--- src/rtl/plan_act.sv ---
// plan_act: three-stage piecewise-linear sigmoid/tanh activation with a
// valid/ready stream interface and a saturating count of saturated samples.
module plan_act #(
  parameter int IN_W     = 32,
  parameter int IN_FRAC  = 24,
  parameter int OUT_W    = 16,
  parameter int OUT_FRAC = 12,
  parameter int CNT_W    = 16
) (
  input  logic             clk,
  input  logic             rst,
  input  logic             in_valid,
  output logic             in_ready,
  input  logic [IN_W-1:0]  in_data,
  input  logic             in_mode,
  output logic             out_valid,
  input  logic             out_ready,
  output logic [OUT_W-1:0] out_data,
  output logic [CNT_W-1:0] sat_cnt,
  input  logic             sat_clr
);

  localparam int SHIFT = IN_FRAC - OUT_FRAC;

  localparam logic [IN_W-1:0]  IN_LSB   = {{(IN_W-1){1'b0}}, 1'b1};
  localparam logic [IN_W-1:0]  MAG_MAX  = {1'b0, {(IN_W-1){1'b1}}};
  localparam logic [IN_W-1:0]  TANH_LIM = {2'b01, {(IN_W-2){1'b0}}};
  localparam logic [IN_W-1:0]  BP_LO    = IN_LSB << IN_FRAC;
  localparam logic [IN_W-1:0]  BP_MID   = {{(IN_W-5){1'b0}}, 5'd19} << (IN_FRAC - 3);
  localparam logic [IN_W-1:0]  BP_HI    = {{(IN_W-3){1'b0}}, 3'd5} << IN_FRAC;

  localparam logic [OUT_W-1:0] Y_ONE    = {{(OUT_W-1){1'b0}}, 1'b1} << OUT_FRAC;
  localparam logic [OUT_W-1:0] Y_SEG0   = {{(OUT_W-1){1'b0}}, 1'b1} << (OUT_FRAC - 1);
  localparam logic [OUT_W-1:0] Y_SEG1   = {{(OUT_W-3){1'b0}}, 3'd5} << (OUT_FRAC - 3);
  localparam logic [OUT_W-1:0] Y_SEG2   = {{(OUT_W-5){1'b0}}, 5'd27} << (OUT_FRAC - 5);

  localparam logic [CNT_W-1:0] CNT_MAX  = {CNT_W{1'b1}};
  localparam logic [CNT_W-1:0] CNT_ONE  = {{(CNT_W-1){1'b0}}, 1'b1};

  logic             en_s;
  logic             sign_s;
  logic [IN_W-1:0]  mag_s;
  logic [IN_W-1:0]  a_s;
  logic [OUT_W-1:0] y_s;
  logic             sat_s;
  logic [OUT_W-1:0] sym_s;
  logic [OUT_W-1:0] res_s;

  logic             v1_r, sign1_r, mode1_r;
  logic [IN_W-1:0]  a1_r;
  logic             v2_r, sign2_r, mode2_r, sat2_r;
  logic [OUT_W-1:0] y2_r;

  assign en_s     = !out_valid || out_ready;
  assign in_ready = en_s;

  // S1 next state: magnitude, doubled for tanh, clamped to the positive range
  always_comb begin
    sign_s = in_data[IN_W-1];
    if (sign_s) begin
      mag_s = ~in_data + IN_LSB;
    end else begin
      mag_s = in_data;
    end
    if (in_mode) begin
      if (mag_s >= TANH_LIM) begin
        a_s = MAG_MAX;
      end else begin
        a_s = {mag_s[IN_W-2:0], 1'b0};
      end
    end else begin
      if (mag_s > MAG_MAX) begin
        a_s = MAG_MAX;
      end else begin
        a_s = mag_s;
      end
    end
  end

  // S2 next state: segment select; each breakpoint belongs to the upper segment
  always_comb begin
    sat_s = 1'b0;
    y_s   = Y_ONE;
    if (a1_r < BP_LO) begin
      y_s = Y_SEG0 + OUT_W'(a1_r >> (SHIFT + 2));
    end else if (a1_r < BP_MID) begin
      y_s = Y_SEG1 + OUT_W'(a1_r >> (SHIFT + 3));
    end else if (a1_r < BP_HI) begin
      y_s = Y_SEG2 + OUT_W'(a1_r >> (SHIFT + 5));
    end else begin
      y_s   = Y_ONE;
      sat_s = 1'b1;
    end
  end

  // S3 next state: mirror for negative inputs, then rescale for tanh
  always_comb begin
    if (sign2_r) begin
      sym_s = Y_ONE - y2_r;
    end else begin
      sym_s = y2_r;
    end
    if (mode2_r) begin
      res_s = {sym_s[OUT_W-2:0], 1'b0} - Y_ONE;
    end else begin
      res_s = sym_s;
    end
  end

  // Pipeline registers; every stage advances or holds on the shared enable
  always_ff @(posedge clk or posedge rst) begin
    if (rst) begin
      v1_r      <= 1'b0;
      sign1_r   <= 1'b0;
      mode1_r   <= 1'b0;
      a1_r      <= {IN_W{1'b0}};
      v2_r      <= 1'b0;
      sign2_r   <= 1'b0;
      mode2_r   <= 1'b0;
      sat2_r    <= 1'b0;
      y2_r      <= {OUT_W{1'b0}};
      out_valid <= 1'b0;
      out_data  <= {OUT_W{1'b0}};
    end else if (en_s) begin
      v1_r      <= in_valid;
      sign1_r   <= sign_s;
      mode1_r   <= in_mode;
      a1_r      <= a_s;
      v2_r      <= v1_r;
      sign2_r   <= sign1_r;
      mode2_r   <= mode1_r;
      sat2_r    <= sat_s;
      y2_r      <= y_s;
      out_valid <= v2_r;
      if (v2_r) begin
        out_data <= res_s;
      end
    end
  end

  // Saturation counter: clear wins over an increment, and it never wraps
  always_ff @(posedge clk or posedge rst) begin
    if (rst) begin
      sat_cnt <= {CNT_W{1'b0}};
    end else if (sat_clr) begin
      sat_cnt <= {CNT_W{1'b0}};
    end else if (en_s && v2_r && sat2_r && (sat_cnt != CNT_MAX)) begin
      sat_cnt <= sat_cnt + CNT_ONE;
    end
  end

endmodule

--- config.mk ---
export PLATFORM = sky130hd
export DESIGN_NAME = plan_act
export DESIGN_NICKNAME = d
export VERILOG_FILES = /design/src/rtl/plan_act.sv
export SDC_FILE = /design/constraint.sdc
export NUM_CORES = 1
export LEC_CHECK = 0
export CAP_MARGIN = 20
export CORE_MARGIN = 10
export CORE_UTILIZATION = 49
export DETAILED_ROUTE_END_ITERATION = 10
export GPL_TIMING_DRIVEN = 0
export PLACE_DENSITY = 0.89
export SYNTH_ARGS = -nofsm -noshare
export SYNTH_HDL_FRONTEND = slang
export SYNTH_SLANG_ARGS = --single-unit
--- constraint.sdc ---
create_clock -name clk -period 2.45 [get_ports clk]
set_clock_uncertainty 0.05 [all_clocks]
set_input_delay 0.49 -clock clk [delete_from_list [all_inputs] [get_ports clk]]
set_output_delay 0.49 -clock clk [all_outputs]
set_load 0.01 [all_outputs]
======== Word-level counts from Yosys, hierarchy flattened ========
Index checks and enable logic that the tools add are counted.
cells by class
  order comparisons ....................... 5
  shift operators ......................... 0
  multipliers ............................. 0
  reduce and logical (&&, ||, !) cells .... 7
  divide/modulo/power cells ............... 0
  $add $sub $neg .......................... 7
  eq/ne operators ......................... 1
  mux-type cells .......................... 14
  bitwise operators ....................... 1
operator list
  kind                      number
  $mux W32                  4
  $mux W16                  7
  $add A12 B16 Y16 const A  2
  $add A32 B1 Y32 const B   1
  $ge A32 B31 Y1 const B    1
  $gt A32 B31 Y1 const B    1
  $lt A32 B25 Y1 const B    1
  $lt A32 B26 Y1 const B    1
  $lt A32 B27 Y1 const B    1
  $not A32 Y32              1
  $add A12 B15 Y16 const A  1
  $add A16 B1 Y16 const B   1
  $ne A16 B16 Y1 const B    1
  $sub A13 B16 Y16 const A  1
  $sub A16 B13 Y16 const B  1
  $logic_and A1 B1 Y1       3
  $mux W1                   3
  $reduce_and A2 Y1         1
  $reduce_bool A2 Y1        1
  $logic_not A1 Y1          1
  $logic_or A1 B1 Y1        1
word-level totals
  bits in writable memories ............... 0
  output and inout port bits .............. 34
  flip-flop bits (word level) ............. 88
  memories ................................ 0
  bits in read-only memories .............. 0
  bits in latches ......................... 0
  logic and storage cells ................. 47

======== Logic depth before layout (Yosys ltp) ========
  depth in word-level cells ............... 7
  mapped depth ............................ 10
  depth with buffers taken out ............ 10

======== Worst setup path before layout ========
No wires, ideal clock.
  path kind ............................... input -> register
  from .................................... input in_data[20]
  to ...................................... register a1_r[26]
  stages on the path ...................... 7
  required time ........................... 2321 ps
  library setup time ...................... 79 ps
  arrival ................................. 2711 ps
  buffers on the path ..................... 1
  path slack .............................. -389 ps
  cell sequence ........................... or4_4 > or4_4 > or4_4 > a211oi_4 > buf_6 > o221ai_1 > o21ai_1
on the way
  longest elaborated chain between the ends .. 6
RTL lines
  what                                              RTL line  source
  start: declaration                                14        input logic [IN_W-1:0] in_data,
  $not A32 Y32                                      61        mag_s = ~in_data + IN_LSB;
  $add A32 B1 Y32                                   61
  $mux W32 (*)                                      60        if (sign_s) begin
  $gt A32 B31 Y1 or $ge A32 B31 Y1 (tied branches)  72, 66
  $mux W32, on equally long branches                72, 66
  $mux W32 (*)                                      65        if (in_mode) begin
  end signal: assignment                            116       a1_r <= {IN_W{1'b0}};
  end signal: assignment                            128       a1_r <= a_s;
  end: declaration                                  50        logic [IN_W-1:0] a1_r;
Every way passes the cells marked *; elsewhere a longest branch is shown, timed or not.
A chain may end at the register's enable or synchronous reset.

======== Final worst setup path ========
  from .................................... input in_data[19]
  to ...................................... register a1_r[15]
Same word-level chain as after synthesis.

==> results_dict.tcl <==
set metrics [dict create \
    status "finished, violations left" \
    violations "negative setup slack" \
    synth_flop_cell "dfrtp_1" \
    insertion_delay_ns 0.35 \
    io_buffers 70 \
    grt_pass1_wl_um 20400 \
    path_delay_family "simple AND/OR/NAND/NOR gates" \
    cp_data_arrival_time_ns 2.84 \
    die_w_um 116 \
    critPathKind "input pin to register" \
    period_needed_ns 2.62 \
    cp.required_ns 2.68 \
    p_comb_frac 0.397 \
    grt_pass1_vias 4293 \
    synth_xor_area_frac 0.0938 \
    drv_cap 0 \
    synthSimpleGateAreaFrac 0.195 \
    worst_pin_slew_ns 0.873 \
    endpoint "a1_r[15]$_DFFE_PP0N_" \
    start_util 0.509 \
    gp_congestion 0.889 \
    ys_ff_latch 74 \
    rsz0062_at_grt "yes" \
    setup-violations-final 17 \
    start_kind "input pin" \
    async_flop_share 1.00 \
    p_int_mw 2.97 \
    htree_levels 3 \
    cp-end-kind "register" \
    cp_num_cells 9 \
    setup_ws_ns -0.167 \
    hold_depth 2 \
    switchingPower_mw 1.71 \
    avgSynthCellArea_um2 8.97 \
    critical_path.startpoint "in_data[19]" \
    multi_input_area_um2 2750 \
    worstReg2RegEnd "out_data[14]$_DFFE_PP0P_" \
    routed_via_density 6.00 \
    antenna_found_initial 0 \
    dp_hpwl_um 8880 \
    clock_path_buffers 2 \
    reg2reg_slack_ns 0.06 \
    grt_overflow 0 \
    root_buffer "clkbuf_8" \
    fin_area_um2 5960 \
    ys_seq_area_frac 0.413 \
    p_leak_nw 2.57 \
    hold_violations 0 \
    drtAntennaViolNets 0 \
    hp-class "input pin to register" \
    power_density_nw_per_um2 786 \
    worst-path-buf-inv 3 \
    drc_errors 0 \
    synth_fp_nets 548 \
    muxShareOfSynthArea 0.0207 \
    syn_inst 500 \
    avgRoutedWirePerCell_um 17.7 \
    ys_types 50 \
    pre_cts_slack_ns -1.14 \
    num-fill-cells 688 \
    seqPwrFrac 0.367 \
    regArea_um2 1850 \
    synth_top_family_by_area "compound AO/OA/AOI/OAI gates" \
    grt_util_all_layers 0.185 \
    clk_pin_slew_worst_paths_ns 0.08 \
    total_power_mw 4.69 \
    core-area_um2 8810 \
    cts_tree "done" \
    drt-total-wl_um 12500 \
    maxSlewViolCount 0 \
    n_antenna_cell 0 \
    cp_cell_sequence "buf_6, or4_4, or4_4, or4_4, a211oi_4, buf_6, buf_6, o22ai_2, o21ai_1" \
    max_stage_delay_ns 0.52 \
    max_slew_margin 0.418 \
    die-area_um2 13400 \
    slowest_stage "or4_4" \
    core.rowCount 34 \
    layout_commonest_cell "dfrtp_1" \
    p_clk_frac 0.236 \
    synth_warnings 0 \
    grt_max_degree 75 \
    critPathMaxFanout 5 \
    period_share 1.07 \
    die_h_um 116 \
    reg2reg_depth 9 \
    vias 4236 \
    numCtsBuffers 9 \
    cts_sinks 74 \
    syn_to_final_growth_pct 33.0 \
    final_cell_mix "dfrtp_1 (74), nand2_1 (61), clkdlybuf4s50_1 (51), xnor2_1 (36), nor2_1 (35)" \
    vdd_ir_drop_max_mv 0.402 \
    hold_buffers 0 \
    synthAdderAreaFrac 0.0279 \
    synth_compound_area_frac 0.213 \
    switching_share 0.366 \
    place_area_um2 5330 \
    drive_gt1_frac 0.145 \
    regToRegStartpoint "y2_r[0]$_DFFE_PP0N_" \
    synthesis.area_um2 4480 \
    first_pass_iters 6 \
    drtIter0Drc 245 \
    nNetsFinal 641 \
    ios 72 \
    max_clock_freq_mhz 382 \
    synth_edf_count 0 \
]
-- metrics by stage --
step / TNS, ns / utilization / hold slack [ns] / std cells
2_1_floorplan: -5.32 / - / 0.389 / 500
3_3_place_gp: -91.21 / 0.605 / 0.405 / 678
3_5_place_dp: -20.76 / 0.605 / 0.406 / 678
4_1_cts: -3.27 / 0.660 / 0.400 / 704
5_1_grt: -3.21 / 0.677 / 0.416 / 706
6_report: -2.13 / 0.677 / 0.399 / 706
-- Yosys cell counts, drive strengths merged, types with 8 or more instances --
master	n	area [um2]
or3	8	50.1
or4	8	71.3
nand4	8	50.1
clkbuf	20	76.3
o41ai	9	78.8
a22oi	10	75.1
o21ai	44	220
nand2	61	229
xnor2	37	324
a21oi	9	45.0
dfrtp	74	1850
xor2	11	96.3
a211oi	15	125
a21o	16	120
nor4	11	68.8
inv	14	52.6
o22ai	14	87.6
nor2	35	131
ha	10	125
nor3	9	45.0
o31ai	13	97.6
-- power by group through the flow --
stage	sequential, mW	clock (mW)	combinational, mW
5_1_grt	1.76	1.16	2.04
2_1_floorplan	1.72	0	1.02
3_3_place_gp	1.70	0	1.59
4_1_cts	1.71	1.12	1.78
3_5_place_dp	1.72	0	1.67
6_report	1.72	1.11	1.86
-- how the worst min path moves through the flow --
stage                              startpoint                     end  slack, ns
after floorplan           mode1_r$_DFFE_PP0N_     mode1_r$_DFFE_PP0N_       0.39
after global routing                  sat_clr  sat_cnt[6]$_DFFE_PP0P_       0.42
final                                 sat_clr  sat_cnt[6]$_DFFE_PP0P_       0.40
after global placement    mode1_r$_DFFE_PP0N_     mode1_r$_DFFE_PP0N_       0.40
after detailed placement     v1_r$_DFFE_PP0N_        v1_r$_DFFE_PP0N_       0.41
after CTS                             sat_clr  sat_cnt[6]$_DFFE_PP0P_       0.40
-- per-layer routing --
| layer | GRT usage | wire, um | share of wire | up-vias |
|---|---|---|---|---|
| li1 | - | - | - | 2011 |
| met1 | 0.202 | 5000 | 0.40 | 2036 |
| met2 | 0.334 | 6310 | 0.50 | 152 |
| met3 | 0.0475 | 763 | 0.061 | 37 |
| met4 | 0.0809 | 425 | 0.034 | 0 |
| met5 | 0 | 0 | 0 | - |
-- flip-flops by register name (all words and copies together) (netlist names) --
| register | count |
|---|---|
| a1_r | 18 |
| mode1_r | 1 |
| mode2_r | 1 |
| out_data | 16 |
| out_valid | 1 |
| sat2_r | 1 |
| sat_cnt | 16 |
| sign1_r | 1 |
| sign2_r | 1 |
| v1_r | 1 |
| v2_r | 1 |
| y2_r | 16 |
-- area by class of cell --
| cell class | count | share of cell area |
|---|---|---|
| clock buffers | 12 | 0.0277 |
| repair buffers | 83 | 0.136 |
| clock inverters | 4 | 0.0122 |
| well taps | 108 | 0.0227 |
| multi-input cells | 385 | 0.461 |
| inverters | 14 | 0.00923 |
| flip-flops and latches | 74 | 0.311 |
| plain buffers | 26 | 0.0216 |
-- logic make-up (layout without fill, tap and decap cells) --
kind of cell | after synthesis | count (layout)
buffers and inverters | 41 | 139
flip-flops | 74 | 74
AND/OR/NAND/NOR | 175 | 175
XOR/XNOR | 48 | 48
adder cells (fa/ha/maj) | 10 | 10
AO/OA/AOI/OAI | 143 | 143
multiplexers | 9 | 9
-- timing repair --
action	4_1_cts	5_1_grt
gates cloned	1	0
resized for setup	66	31
endpoints found under the setup margin	31	31
buffers inserted	9	3
pin swaps	22	17
(Power assumes the default switching activity.)
